--- src/rtl/core_wb_arbiter_pkg.sv ---
// Shared definitions for the writeback arbiter.
//  - CORE_XLEN / CORE_RFIDX_WIDTH: default data and register-index widths.
//  - wb_state_e: arbiter state encoding (EMPTY = no buffered ALU entry, HELD = one buffered).
// Optional feature macro used by core_wb_arbiter: CORE_WB_FWD_EN.
package core_wb_arbiter_pkg;

  localparam int CORE_XLEN        = 32;
  localparam int CORE_RFIDX_WIDTH = 5;

  typedef enum logic {
    WB_ST_EMPTY = 1'b0,
    WB_ST_HELD  = 1'b1
  } wb_state_e;

endpackage

--- src/rtl/core_wb_skid.sv ---
// core_wb_skid: 1-entry holding register for a writeback slot (wen/idx/dat).
// Ports:
//  clk, rst            core clock, asynchronous active-high reset
//  load_i              capture wen_i/idx_i/dat_i (wins over clear_i)
//  clear_i             empty the entry
//  wen_i/idx_i/dat_i   entry to capture
//  wen_o/idx_o/dat_o   stored entry
module core_wb_skid
  import core_wb_arbiter_pkg::*;
#(
  parameter int XLEN    = CORE_XLEN,
  parameter int RFIDX_W = CORE_RFIDX_WIDTH
) (
  input  logic               clk,
  input  logic               rst,
  input  logic               load_i,
  input  logic               clear_i,
  input  logic               wen_i,
  input  logic [RFIDX_W-1:0] idx_i,
  input  logic [XLEN-1:0]    dat_i,
  output logic               wen_o,
  output logic [RFIDX_W-1:0] idx_o,
  output logic [XLEN-1:0]    dat_o
);

  logic               wen_q;
  logic [RFIDX_W-1:0] idx_q;
  logic [XLEN-1:0]    dat_q;

  always_ff @(posedge clk or posedge rst) begin
    if (rst) begin
      wen_q <= 1'b0;
      idx_q <= '0;
      dat_q <= '0;
    end else if (load_i) begin
      wen_q <= wen_i;
      idx_q <= idx_i;
      dat_q <= dat_i;
    end else if (clear_i) begin
      wen_q <= 1'b0;
      idx_q <= '0;
      dat_q <= '0;
    end
  end

  assign wen_o = wen_q;
  assign idx_o = idx_q;
  assign dat_o = dat_q;

endmodule

--- src/rtl/core_wb_arbiter.sv ---
// core_wb_arbiter: merges ALU and LSU results onto the single regfile write port.
// LSU has priority; a colliding ALU result is parked in a 1-entry buffer and is
// guaranteed to drain after at most STARVE_MAX further LSU wins. Output is
// registered (1-cycle latency); wb_dest_wen is a one-cycle pulse.
// Ports:
//  clk, rst                        core clock, asynchronous active-high reset
//  alu_valid/ready, alu_wen/idx/dat  ALU result handshake and payload
//  lsu_valid/ready, lsu_wen/idx/dat  load result handshake and payload
//  wb_dest_wen/idx/dat             registered regfile write port
//  fwd_vld/idx/dat                 decode bypass (only with CORE_WB_FWD_EN, else 0)
// Optional feature macro: CORE_WB_FWD_EN.
module core_wb_arbiter
  import core_wb_arbiter_pkg::*;
#(
  parameter int XLEN       = CORE_XLEN,
  parameter int RFIDX_W    = CORE_RFIDX_WIDTH,
  parameter int STARVE_MAX = 4
) (
  input  logic               clk,
  input  logic               rst,
  input  logic               alu_valid,
  output logic               alu_ready,
  input  logic               alu_wen,
  input  logic [RFIDX_W-1:0] alu_idx,
  input  logic [XLEN-1:0]    alu_dat,
  input  logic               lsu_valid,
  output logic               lsu_ready,
  input  logic               lsu_wen,
  input  logic [RFIDX_W-1:0] lsu_idx,
  input  logic [XLEN-1:0]    lsu_dat,
  output logic               wb_dest_wen,
  output logic [RFIDX_W-1:0] wb_dest_idx,
  output logic [XLEN-1:0]    wb_dest_dat,
  output logic               fwd_vld,
  output logic [RFIDX_W-1:0] fwd_idx,
  output logic [XLEN-1:0]    fwd_dat
);

  localparam logic [3:0] STARVE_LIM = 4'(STARVE_MAX);

  wb_state_e          state_q, state_d;
  logic [3:0]         starve_cnt_q, starve_cnt_d;
  logic               wb_wen_q;
  logic [RFIDX_W-1:0] wb_idx_q;
  logic [XLEN-1:0]    wb_dat_q;

  logic               buf_wen, buf_load, buf_clear;
  logic [RFIDX_W-1:0] buf_idx;
  logic [XLEN-1:0]    buf_dat;

  logic               sel_wen;
  logic [RFIDX_W-1:0] sel_idx;
  logic [XLEN-1:0]    sel_dat;
  logic               wr_en;
  logic               alu_fire, lsu_fire;

  // Readies depend on state only, so no valid->ready combinational path exists.
  assign alu_ready = (state_q == WB_ST_EMPTY);
  assign lsu_ready = !((state_q == WB_ST_HELD) && (starve_cnt_q == STARVE_LIM));
  assign alu_fire  = alu_valid && alu_ready;
  assign lsu_fire  = lsu_valid && lsu_ready;

  core_wb_skid #(
    .XLEN   (XLEN),
    .RFIDX_W(RFIDX_W)
  ) u_skid (
    .clk    (clk),
    .rst    (rst),
    .load_i (buf_load),
    .clear_i(buf_clear),
    .wen_i  (alu_wen),
    .idx_i  (alu_idx),
    .dat_i  (alu_dat),
    .wen_o  (buf_wen),
    .idx_o  (buf_idx),
    .dat_o  (buf_dat)
  );

  always_comb begin
    state_d      = state_q;
    starve_cnt_d = starve_cnt_q;
    sel_wen      = 1'b0;
    sel_idx      = '0;
    sel_dat      = '0;
    buf_load     = 1'b0;
    buf_clear    = 1'b0;
    case (state_q)
      WB_ST_EMPTY: begin
        if (lsu_fire) begin
          sel_wen = lsu_wen;
          sel_idx = lsu_idx;
          sel_dat = lsu_dat;
          if (alu_fire) begin
            // Collision: LSU wins, ALU result is parked.
            buf_load     = 1'b1;
            state_d      = WB_ST_HELD;
            starve_cnt_d = '0;
          end
        end else if (alu_fire) begin
          sel_wen = alu_wen;
          sel_idx = alu_idx;
          sel_dat = alu_dat;
        end
      end
      WB_ST_HELD: begin
        if (lsu_fire) begin
          sel_wen = lsu_wen;
          sel_idx = lsu_idx;
          sel_dat = lsu_dat;
          if (starve_cnt_q != STARVE_LIM) starve_cnt_d = starve_cnt_q + 4'd1;
        end else begin
          // No LSU (or LSU throttled by starvation): drain the buffer.
          sel_wen      = buf_wen;
          sel_idx      = buf_idx;
          sel_dat      = buf_dat;
          buf_clear    = 1'b1;
          state_d      = WB_ST_EMPTY;
          starve_cnt_d = '0;
        end
      end
      default: begin
        state_d      = WB_ST_EMPTY;
        starve_cnt_d = '0;
      end
    endcase
  end

  // Writes to x0 or with wen=0 still consume the slot but never pulse the regfile.
  assign wr_en = sel_wen && (sel_idx != '0);

  always_ff @(posedge clk or posedge rst) begin
    if (rst) begin
      state_q      <= WB_ST_EMPTY;
      starve_cnt_q <= '0;
      wb_wen_q     <= 1'b0;
      wb_idx_q     <= '0;
      wb_dat_q     <= '0;
    end else begin
      state_q      <= state_d;
      starve_cnt_q <= starve_cnt_d;
      wb_wen_q     <= wr_en;
      // idx/dat keep their last written value while no write occurs.
      if (wr_en) begin
        wb_idx_q <= sel_idx;
        wb_dat_q <= sel_dat;
      end
    end
  end

  assign wb_dest_wen = wb_wen_q;
  assign wb_dest_idx = wb_idx_q;
  assign wb_dest_dat = wb_dat_q;

`ifdef CORE_WB_FWD_EN
  // The buffered entry is younger than anything already in the regfile path,
  // so it takes precedence over the registered write.
  always_comb begin
    fwd_vld = 1'b0;
    fwd_idx = '0;
    fwd_dat = '0;
    if ((state_q == WB_ST_HELD) && buf_wen && (buf_idx != '0)) begin
      fwd_vld = 1'b1;
      fwd_idx = buf_idx;
      fwd_dat = buf_dat;
    end else if (wb_wen_q) begin
      fwd_vld = 1'b1;
      fwd_idx = wb_idx_q;
      fwd_dat = wb_dat_q;
    end
  end
`else
  assign fwd_vld = 1'b0;
  assign fwd_idx = '0;
  assign fwd_dat = '0;
`endif

endmodule

--- config.mk ---
export PLATFORM = sky130hd
export DESIGN_NAME = core_wb_arbiter
export DESIGN_NICKNAME = d
export VERILOG_FILES = /design/src/rtl/core_wb_arbiter_pkg.sv /design/src/rtl/core_wb_skid.sv /design/src/rtl/core_wb_arbiter.sv
export SDC_FILE = /design/constraint.sdc
export NUM_CORES = 1
export LEC_CHECK = 0
export BUFFER_PORTS_ARGS = -buffer_cell sky130_fd_sc_hd__buf_2
export CAP_MARGIN = 20
export CORE_MARGIN = 2
export CORE_UTILIZATION = 35
export DETAILED_ROUTE_END_ITERATION = 6
export HOLD_SLACK_MARGIN = 0.12
export PLACE_DENSITY = 0.6
export SLEW_MARGIN = 25
export SYNTH_ARGS = -nofsm -noshare
export SYNTH_HDL_FRONTEND = slang
export SYNTH_SLANG_ARGS = --single-unit
--- constraint.sdc ---
create_clock -name clk -period 5.6 [get_ports clk]
set_input_delay 0.28 -clock clk [delete_from_list [all_inputs] [get_ports clk]]
set_output_delay 0.28 -clock clk [all_outputs]
set_load 0.02 [all_outputs]
==> results of run 1 <==
==> worst reg2reg max path, stage by stage (launching register included) <==
cell and delay (ns):
dfrtp_2 0.39, buf_4 0.55, nand2_1 0.19, o32a_1 0.23
a22oi_2 0.12, buf_4 0.57, mux2i_1 0.29
==> registers in the layout (all words and copies together), names as in the netlist <==
name / count
u_skid.idx_o: 5
u_skid.dat_o: 32
wb_dest_dat: 32
u_skid.wen_o: 1
wb_dest_wen: 1
state_q: 1
wb_dest_idx: 5
starve_cnt_q: 4
==> metal layers <==
layer  routed length [um]  vias to the layer above  part of all wire, %
met5                    0                        -                    0
met4                  195                        0                  1.9
met3                  644                       17                  6.3
met2                 4834                      129                   47
met1                 4624                     1555                   45
li1                     -                     1540                    -
==> kinds of logic after synthesis <==
group / share of synthesized area (%)
adders and majority gates: 0.5707
and+or+nand+nor: 4.538
DFF: 46.23
muxes: 17.12
buffers and inverters: 14.16
AOI/OAI and AO/OA: 17.29
other: 0.08553
==> path summary, 6_finish.rpt <==
check | startpoint | slack [ns] | to | cells after the start
min in group clk | alu_dat[19] | 0.19 | u_skid.dat_o[19] | 2
min reg2reg | u_skid.dat_o[11] | 0.50 | u_skid.dat_o[11] | 1
max reg2reg | state_q | 3.17 | wb_dest_dat[11] | 6
max | state_q | 3.17 | wb_dest_dat[11] | 6
min | rst | 0.16 | wb_dest_dat[14] | 3
max in group asynchronous | rst | 4.89 | state_q | 3
==> power breakdown <==
| part | leakage [nW] | switching (W) | internal, W |
|---|---|---|---|
| Sequential | 1.02 | 0.0000601 | 0.000695 |
| Clock | 0.190 | 0.000238 | 0.000539 |
| Combinational | 1.64 | 0.000291 | 0.000189 |
==> final cells by class <==
class                           count  area [sq um]
Sequential cell                    81          2028
Inverter                           41         155.1
Timing Repair Buffer              124         636.9
Multi-Input combinational cell    246          1897
Clock buffer                       11         242.7
Tap cell                          168         210.2
Clock inverter                      5         150.1
Fill cell                        1194          6792
==> synthesized netlist by cell type <==
cell	number	area share (%)
a211oi_2	1	0.29
a21o_1	1	0.17
a21oi_1	3	0.34
a222oi_1	3	0.68
a22o_1	56	11
a22oi_2	1	0.29
a31oi_1	1	0.14
a32oi_1	1	0.20
and2_1	1	0.14
and3_1	1	0.14
and4b_1	1	0.23
buf_1	2	0.17
buf_12	3	1.4
buf_2	10	1.1
buf_4	38	6.5
buf_6	2	0.51
clkbuf_1	11	0.94
conb_1	1	0.086
dfrtp_1	81	46
ha_1	2	0.57
inv_1	41	3.5
mux2i_1	75	17
nand2_1	19	1.6
nand2_2	1	0.14
nand3_1	4	0.46
nand4b_4	1	0.54
nor2_1	3	0.26
nor2b_1	1	0.14
nor3b_1	1	0.17
nor4_1	2	0.29
o21ai_0	11	1.3
o21ai_2	1	0.20
o21bai_1	4	0.68
o221ai_2	1	0.34
o22ai_1	9	1.3
o32a_1	1	0.23
or3_1	1	0.14
or4_4	1	0.26
==> through the flow <==
stage / hold slack, ns / cell area, sq um / utilization (%) / total power [W] / setup slack [ns]
2_1_floorplan: 0.4199 / 4523 / - / 0.001123 / 3.240
3_3_place_gp: 0.4825 / 4923 / 40.65 / 0.001236 / 3.151
3_5_place_dp: 0.4825 / 4927 / 40.68 / 0.001249 / 3.132
4_1_cts: 0.1755 / 5320 / 43.93 / 0.002037 / 3.161
5_1_grt: 0.1837 / 5320 / 43.93 / 0.002122 / 2.972
6_report: 0.1561 / 5320 / 43.93 / 0.002012 / 3.169
==> key figures, run 1 <==
Run status
  • Outcome: finished, final reports clean

STA
  • Tcrit/Tclk final: 43.41%
  • Worst-Margin Slew: 0.8420 ns
  • Slew headroom: 43.74%
  • Unrepaired setup endpoints after global routing: no
  • Fmax achieved: 0.4114 GHz
  • Fin crit period: 2.431 ns
  • Final slew viol count: 0
  • Setup TNS: 0 ns
  • Endpoints failing setup: 0
  • Final Hold Violating Endpoints: 0
  • Fin Clk Skew: 0.004582 ns

Yosys
  • Seq cells post-synth: 81
  • Cell Area, Synth: 4384 sq um
  • Count of cell types in the netlist: 38
  • Synth Warn #: 0
  • Seq/Total Area, Yosys: 46.23%
  • Cells after synthesis: 397
  • Syn_area_per_cell: 11.04 sq um

Placement
  • Post-Place Cells: 660
  • DP Wirelength: 6847 um
  • IO Port Bufs: 119
  • RD Place Congestion: 0.7555

Floorplanning
  • Die W: 115.9 um
  • FP Rows: 40
  • Core area: 12110 sq um
  • DIE HEIGHT: 115.9 um
  • Initial Util: 36.20%
  • Die area: 13440 sq um
  • I/O pins: 158

Critical path
  • Worst setup EP type: flip-flop
  • Slowest stage cell on the critical path: buf_4
  • Worst Path Buf+Inv: 2
  • Most Frequent Cell on Critical Path: buf_4
  • WS Path Type: reg -> reg
  • CP Data Arrival Time: 2.68 ns
  • Startpoint types: flip-flop
  • Crit-path leading delay family: buffers and inverters
  • CP required: 5.85 ns
  • Max incr delay on CP: 0.57 ns
  • Worst-path maximum fanout: 66
  • Crit path cell chain: buf_4 -> nand2_1 -> o32a_1 -> a22oi_2 -> buf_4 -> mux2i_1

Global route
  • First-pass GRT wire length: 16680 um
  • Gr ovfl total: 0
  • GRT Util Overall: 15.93%
  • Largest net degree at the start of global routing: 82
  • Met2 Use GR: 25.85%
  • M3 GR Usage: 3.295%
  • Most Crowded Layer GR: met2
  • Vias in the first global route: 3368
  • Initial antenna violation count: 0
  • Met1 usage: 20.88%

Drt
  • Via count: 3241
  • Remaining DRCs: 0
  • Iteration-0 DRC Markers: 131
  • Drt first pass iters: 4
  • Antenna viol nets, final: 0
  • Final WL: 10300 um
  • Vias per cell: 4.794
  • WL per Instance: 15.23 um

Clocking
  • Clock transition at the registers of the reported paths: 0.06 ns
  • CTS tree: built
  • Num Clock Sinks: 81
  • CTS buffer count: 9
  • Post-CTS setup buffers: 0
  • Post-CTS Resized: 0
  • Root buf cell: clkbuf_16
  • # hold bufs at CTS: 0
  • Latest clock arrival within the worst-skew pair: 0.33 ns
  • Maximum clock path buffer count: 2
  • CTS H-tree lvls: 3

Power and ir drop
  • Lkg Pwr: 2.848 nW
  • Maximum VDD drop: 0.0001504 V
  • Power per cell area: 378.2 nW/um^2

Final layout
  • Share of layout cells above drive strength 1: 29.72%
  • Diode count: 0
  • P&R area growth vs syn: 21.35%
  • # nets final: 585
  • Commonest non-fill, non-tap cell in the layout: buf_2
  • Most frequent cells in the layout: buf_2, dfrtp_1, mux2i_1
  • Non-filler cells, final: 676

Worst hold path
  • Hold crit path type: in -> async

Flow run
  • Max-cap violations: 0
(Power assumes the default switching activity.)
==> run 2, diff against run 1 <==
- ABC_AREA: not set -> 1
- clock period: 5.6 -> 2.45 ns (I/O delays scaled with it)
==> run 2 against run 1 <==
Global-route usage up 2.2 points. Total power up 100%. Register-to-register slack worse by 2.9 ns. Critical path type unchanged. Largest cell class unchanged.
==> key figures, run 2 <==
Final layout
  • P&R area growth vs syn: 31.11% (was 21.35%)
  • Fillers: 1305 (was 1194)
  • Diode count: 0 (unchanged)
  • Share of layout cells above drive strength 1: 22.54% (was 29.72%)
  • Commonest non-fill, non-tap cell in the layout: nand2_1 (was buf_2)
  • Most frequent cells in the layout: nand2_1, buf_2, dfrtp_1 (was buf_2, dfrtp_1, mux2i_1)
  • # nets final: 818 (was 585)
  • Final Core Density: 46.68% (was 43.93%)
  • Finished Cell Area: 5843 sq um (was 5320 sq um)

Critical path
  • Worst setup EP type: flip-flop (unchanged)
  • Most Frequent Cell on Critical Path: inv_2 (was buf_4)
  • Crit path cell chain: inv_1 -> ha_1 -> nand2_2 -> inv_2 -> nand2_4 -> nand2_2 -> inv_2 -> nand2_1 -> nand2_1 -> inv_2 -> buf_12 -> o22ai_1 (was buf_4 -> nand2_1 -> o32a_1 -> a22oi_2 -> buf_4 -> mux2i_1)
  • Crit-path leading delay family: buffers and inverters (unchanged)
  • Startpoint types: flip-flop (unchanged)
  • Reg2Reg Setup Slack: 0.26 ns (was 3.17 ns)
  • Worst-path maximum fanout: 19 (was 66)
  • CP Data Arrival Time: 2.40 ns (was 2.68 ns)
  • Worst Path Buf+Inv: 5 (was 2)
  • Max incr delay on CP: 0.40 ns (was 0.57 ns)
  • CP required: 2.66 ns (was 5.85 ns)
  • WS Path Type: reg -> reg (unchanged)
  • Slowest stage cell on the critical path: dfrtp_1 (was buf_4)

Yosys
  • Most common cell in the netlist: nand2_1 (was dfrtp_1)
  • Number of enable flip-flop cells after synthesis: 0 (unchanged)
  • Synth cell count leaders: nand2_1, dfrtp_1, inv_1, o22ai_1, nand3_1 (was dfrtp_1, mux2i_1, a22o_1, inv_1, buf_4)
  • Count of cell types in the netlist: 26 (was 38)
  • Primary FF master, synth: dfrtp_1 (unchanged)
  • Cells after synthesis: 578 (was 397)
  • Async SR Flop Fraction: 100.0% (unchanged)
  • Largest area contributor in the netlist: dfrtp_1 (unchanged)
  • Seq cells post-synth: 81 (unchanged)
  • Synth top area cells: dfrtp_1, nand2_1, o22ai_1 (was dfrtp_1, mux2i_1, a22o_1)
  • Cell Area, Synth: 4457 sq um (was 4384 sq um)
  • Synth top area share: 45.48% (was 46.23%)
  • Seq/Total Area, Yosys: 45.48% (was 46.23%)
  • Synth Warn #: 0 (unchanged)
  • Syn_area_per_cell: 7.711 sq um (was 11.04 sq um)

Clocking
  • Clock transition at the registers of the reported paths: 0.06 ns (about the same)
  • CTS H-tree lvls: 3 (unchanged)
  • CTS buffer count: 9 (unchanged)
  • Latest clock arrival within the worst-skew pair: 0.34 ns (was 0.33 ns)
  • Post-CTS setup buffers: 0 (unchanged)
  • Num Clock Sinks: 81 (unchanged)
  • Maximum clock path buffer count: 2 (unchanged)
  • CTS tree: built (unchanged)
  • Root buf cell: clkbuf_16 (unchanged)

STA
  • Final Hold Violating Endpoints: 0 (unchanged)
  • Final slew viol count: 0 (unchanged)
  • Fin crit period: 2.192 ns (was 2.431 ns)
  • Hold_ws: 0.1233 ns (was 0.1561 ns)
  • Slew headroom: 46.95% (was 43.74%)
  • Setup TNS: 0 ns (unchanged)
  • Worst-Margin Slew: 0.7958 ns (was 0.8420 ns)
  • Fin Clk Skew: 0.008055 ns (was 0.004582 ns)
  • Tcrit/Tclk final: 89.47% (was 43.41%)
  • Unrepaired setup endpoints after global routing: no (unchanged)
  • Endpoints failing setup: 0 (unchanged)
  • Fmax achieved: 0.4562 GHz (was 0.4114 GHz)

Global route
  • Initial antenna violation count: 0 (unchanged)
  • First-pass GRT wire length: 19290 um (was 16680 um)
  • Vias in the first global route: 4116 (was 3368)
  • Gr ovfl total: 0 (unchanged)
  • Largest net degree at the start of global routing: 45 (was 82)
  • GRT Util Overall: 18.17% (was 15.93%)

Placement
  • RD Place Congestion: 0.8435 (was 0.7555)
  • Post-DP Area: 5066 sq um (was 4927 sq um)
  • IO Port Bufs: 119 (unchanged)
  • DP Wirelength: 8310 um (was 6847 um)

Power and ir drop
  • Lkg Pwr: 3.272 nW (was 2.848 nW)
  • Power per cell area: 694.9 nW/um^2 (was 378.2 nW/um^2)
  • Maximum VDD drop: 0.0002995 V (was 0.0001504 V)
  • Total power: 0.004060 W (was 0.002012 W)

Floorplanning
  • DIE HEIGHT: 116.8 um (was 115.9 um)
  • Die W: 116.8 um (was 115.9 um)
  • FP Rows: 41 (was 40)
  • I/O pins: 158 (unchanged)
  • Initial Util: 35.61% (was 36.20%)
  • Die area: 13650 sq um (was 13440 sq um)
  • Core area: 12520 sq um (was 12110 sq um)

Run status
  • Outcome: finished, final reports clean (unchanged)

Flow run
  • Max-cap violations: 0 (unchanged)

Drt
  • WL per Instance: 13.15 um (was 15.23 um)
  • Remaining DRCs: 0 (unchanged)
  • Vias per cell: 4.586 (was 4.794)
  • Via count: 4187 (was 3241)
  • Final WL: 12010 um (was 10300 um)
  • Drt first pass iters: 5 (was 4)
  • Iteration-0 DRC Markers: 287 (was 131)
  • Antenna viol nets, final: 0 (unchanged)

Worst hold path
  • Hold crit path type: in -> reg (was in -> async)
-- run 2: layer usage --
| metal | share of wire (%) | vias to the layer above | GRT usage (%) |
|---|---|---|---|
| met5 | 0 | - | 0 |
| li1 | - | 2081 | - |
| met2 | 50 | 135 | 30.29 |
| met4 | 2.1 | 0 | 7.216 |
| met3 | 4.3 | 16 | 3.347 |
| met1 | 44 | 1955 | 23.49 |
-- run 2: cell type report --
class	instances	area, sq um	area share (%)
sequential	81	2027	34.69
multi-input combinational	376	1770	30.30
timing repair buffer	181	1206	20.64
inverter	87	327.8	5.610
clock buffer	9	225.2	3.854
tap	172	215.2	3.683
clock inverter	7	71.32	1.221
-- run 2: cell families (layout without fill, tap and decap cells) --
| kind of cell | Yosys count | after routing | share of synthesized area [%] |
|---|---|---|---|
| AOI/OAI and AO/OA | 78 | 78 | 11.48 |
| xor gates and xnor gates | 2 | 2 | 0.3931 |
| adders and majority gates | 2 | 2 | 0.5614 |
| buffers and inverters | 158 | 284 | 17.91 |
| DFF | 81 | 81 | 45.48 |
| other | 1 | 38 | 0.08414 |
| and+or+nand+nor | 256 | 256 | 24.09 |
-- run 2: where the power goes --
group,internal (W),switching (W)
Clock,0.000789,0.000562
Combinational,0.000388,0.000688
Sequential,0.00154,0.0000962
-- run 2: final timing paths --
kind,startpoint,endpoint,cells past startpoint
min,lsu_dat[19],wb_dest_dat[19],5
min reg2reg,wb_dest_dat[7],wb_dest_dat[7],2
max reg2reg,starve_cnt_q[0],u_skid.dat_o[30],12
max in group asynchronous,rst,wb_dest_idx[2],4
max,starve_cnt_q[0],u_skid.dat_o[30],12
min in group asynchronous,rst,wb_dest_dat[19],3
-- run 2: what timing repair did --
action,4_1_cts,5_1_grt
resized for setup,0,0
hold endpoints to repair,90,0
hold buffers,48,0
-- run 2: worst min-delay path, delay by kind of cell --
kind / cells / cell delay [ns]
buf+inv: 1 / 0.07
simple gates: 4 / 0.23
-- run 2: metrics by stage --
step                      setup WS (ns)  instances
after floorplan                  0.2474        615
after global placement           0.3358        849
after detailed placement         0.2677        849
after CTS                        0.2594        913
after global routing            0.06271        913
final                            0.2579        913
==> run 3, diff against run 2 <==
- RECOVER_POWER: not set -> 25
==> run 3 against run 2 <==
Largest cell class unchanged. Routed wire length is 0.23% higher. Via count is 0.36% lower. Worst hold slack hardly changed. Sequential cell count stayed put. Critical path depth stayed put. The run now ends with max-capacitance violations, max-slew violations left. Global-route usage stayed put. Die area stayed put. Maximum frequency hardly changed.
==> key figures, run 3 (synthesized netlist as in run 2, its figures left out) <==
Worst hold path
  • Hold depth: 5 (unchanged)
  • Hold Path End: wb_dest_dat[19] (unchanged)
  • Min-delay src: lsu_dat[19] (unchanged)
  • Hold crit path type: in -> reg (unchanged)

Power and ir drop
  • Reg power frac: 40.6% (was 40.2%)
  • P_int: 0.002684 W (was 0.002714 W)
  • Gate power share: 25.9% (was 26.5%)
  • Clock power share: 33.5% (was 33.3%)
  • Lkg Pwr: 3.151 nW (was 3.272 nW)
  • Maximum VDD drop: 0.0003000 V (was 0.0002995 V)
  • Psw: 0.001352 W (was 0.001346 W)
  • Switch share: 33.49% (was 33.15%)
  • Power per cell area: 696.2 nW/um^2 (was 694.9 nW/um^2)

Drt
  • WL per Instance: 13.18 um (was 13.15 um)
  • Drt first pass iters: 6 (was 5)
  • Via count: 4172 (was 4187)
  • Vias per cell: 4.570 (was 4.586)
  • Final WL: 12040 um (was 12010 um)
  • Iteration-0 DRC Markers: 241 (was 287)
  • Remaining DRCs: 0 (unchanged)
  • Antenna viol nets, final: 0 (unchanged)

Critical path
  • WS Path Type: reg -> reg (unchanged)
  • Reg-to-Reg End: u_skid.dat_o[30] (unchanged)
  • CP required: 2.66 ns (about the same)
  • Worst-path maximum fanout: 19 (unchanged)
  • Reg2Reg Setup Slack: 0.26 ns (about the same)
  • CP Data Arrival Time: 2.40 ns (about the same)
  • R2R Path Start: starve_cnt_q[0] (unchanged)
  • Startpoint types: flip-flop (unchanged)
  • Setup crit start: starve_cnt_q[0] (unchanged)
  • Worst Reg-to-Reg Cells: 12 (unchanged)
  • Worst setup EP type: flip-flop (unchanged)

Global route
  • Initial antenna violation count: 0 (unchanged)
  • Vias in the first global route: 4116 (unchanged)
  • Met2 Use GR: 30.29% (unchanged)
  • Met1 usage: 23.49% (unchanged)
  • GRT Util Overall: 18.17% (unchanged)
  • First-pass GRT wire length: 19290 um (unchanged)
  • M3 GR Usage: 3.347% (unchanged)
  • Largest net degree at the start of global routing: 45 (unchanged)
  • Gr ovfl total: 0 (unchanged)
  • Most Crowded Layer GR: met2 (unchanged)

Floorplanning
  • I/O pins: 158 (unchanged)
  • DIE HEIGHT: 116.8 um (unchanged)
  • Die area: 13650 sq um (unchanged)
  • Core area: 12520 sq um (unchanged)
  • Initial Util: 35.61% (unchanged)
  • FP Rows: 41 (unchanged)
  • Die W: 116.8 um (unchanged)

STA
  • Setup TNS: 0 ns (unchanged)
  • Final Hold Violating Endpoints: 0 (unchanged)
  • Tcrit/Tclk final: 89.55% (was 89.47%)
  • Unrepaired setup endpoints after global routing: no (unchanged)
  • Fmax achieved: 0.4558 GHz (was 0.4562 GHz)
  • Worst-Margin Slew: 1.722 ns (was 0.7958 ns)
  • Slew headroom: -14.89% (was 46.95%)
  • Fin crit period: 2.194 ns (was 2.192 ns)
  • Endpoints failing setup: 0 (unchanged)
  • Final slew viol count: 44 (was 0)
  • Fin Clk Skew: 0.005308 ns (was 0.008055 ns)

Final layout
  • Commonest non-fill, non-tap cell in the layout: nand2_1 (unchanged)
  • P&R area growth vs syn: 30.07% (was 31.11%)
  • # nets final: 818 (unchanged)
  • Diode count: 0 (unchanged)
  • Most frequent cells in the layout: nand2_1, buf_2, inv_1, dfrtp_1, o22ai_1 (was nand2_1, buf_2, dfrtp_1)
  • Share of layout cells above drive strength 1: 17.54% (was 22.54%)
  • Final Core Density: 46.31% (was 46.68%)

Placement
  • RD Place Congestion: 0.8435 (unchanged)
  • DP Wirelength: 8310 um (unchanged)
  • IO Port Bufs: 119 (unchanged)

Clocking
  • Latest clock arrival within the worst-skew pair: 0.34 ns (about the same)
  • Root buf cell: clkbuf_16 (unchanged)
  • Post-CTS Resized: 0 (unchanged)
  • Clock transition at the registers of the reported paths: 0.06 ns (about the same)
  • Num Clock Sinks: 81 (unchanged)
  • Post-CTS setup buffers: 0 (unchanged)
  • Maximum clock path buffer count: 2 (unchanged)
  • CTS tree: built (unchanged)
  • CTS buffer count: 9 (unchanged)
  • CTS H-tree lvls: 3 (unchanged)

Run status
  • Violated checks: max-capacitance violations, max-slew violations
  • Outcome: finished, violations left (was finished, final reports clean)

Flow run
  • Max-cap violations: 1 (was 0)
run 3: cell types whose count changed in the layout (fill, tap and decap cells not counted):
cell      before  now
clkbuf_1       0   36
buf_2        119   83
clkinv_2       4    3
inv_1         80   81
run 3: worst max path at each step:
stage	cells past startpoint	to	slack [ns]
floorplan	1	starve_cnt_q[0]	0.25
global placement	12	u_skid.dat_o[24]	0.34
detailed placement	12	u_skid.dat_o[21]	0.27
CTS	12	u_skid.dat_o[21]	0.26
global route	12	u_skid.dat_o[17]	0.06
finish	12	u_skid.dat_o[30]	0.26
run 3: repair_timing:
| action | 4_1_cts | 5_1_grt |
|---|---|---|
| hold buffers | 48 | 0 |
| endpoints found under the setup margin | 0 | 0 |
| endpoints found under the hold margin | 90 | 0 |
run 3: layout make-up:
class / count / area, sq um
fillers: 1317 / 6720
flip-flops and latches: 81 / 2027
multi-input cells: 376 / 1770
repair buffers: 181 / 1161
inverters: 87 / 326.6
clock buffers: 9 / 225.2
well taps: 172 / 215.2
clock inverters: 7 / 71.32
run 3: critical path, stage by stage (launching register included):
cell and delay, ns:
dfrtp_1 0.40, inv_1 0.10, ha_1 0.17, nand2_2 0.06
inv_2 0.07, nand2_4 0.07, nand2_2 0.13, inv_2 0.14
nand2_1 0.15, nand2_1 0.16, inv_2 0.31, buf_12 0.21
o22ai_1 0.08
run 3: through the flow:
step	area, sq um	hold WS, ns	instances	power [W]	setup slack (ns)
after floorplan	4596	0.2726	615	0.002391	0.2474
after global placement	5066	0.2999	849	0.002657	0.3358
after detailed placement	5066	0.2958	849	0.002677	0.2677
after CTS	5843	0.1212	913	0.004102	0.2594
after global routing	5797	0.1474	913	0.004272	0.06271
final	5797	0.1236	913	0.004036	0.2560
run 3: per-layer routing:
layer / vias to the layer above / share of wire (%)
li1: 2078 / -
met1: 1947 / 44
met2: 129 / 49
met3: 18 / 4.3
met4: 0 / 2.2
met5: - / 0
run 3: power groups by stage:
stage               logic [W]  clock network (W)  registers (W)
detailed placement    0.00102                  0        0.00166
global placement      0.00101                  0        0.00165
floorplan            0.000611                  0        0.00178
CTS                   0.00108            0.00139        0.00163
global route          0.00117            0.00145        0.00166
finish                0.00105            0.00135        0.00164
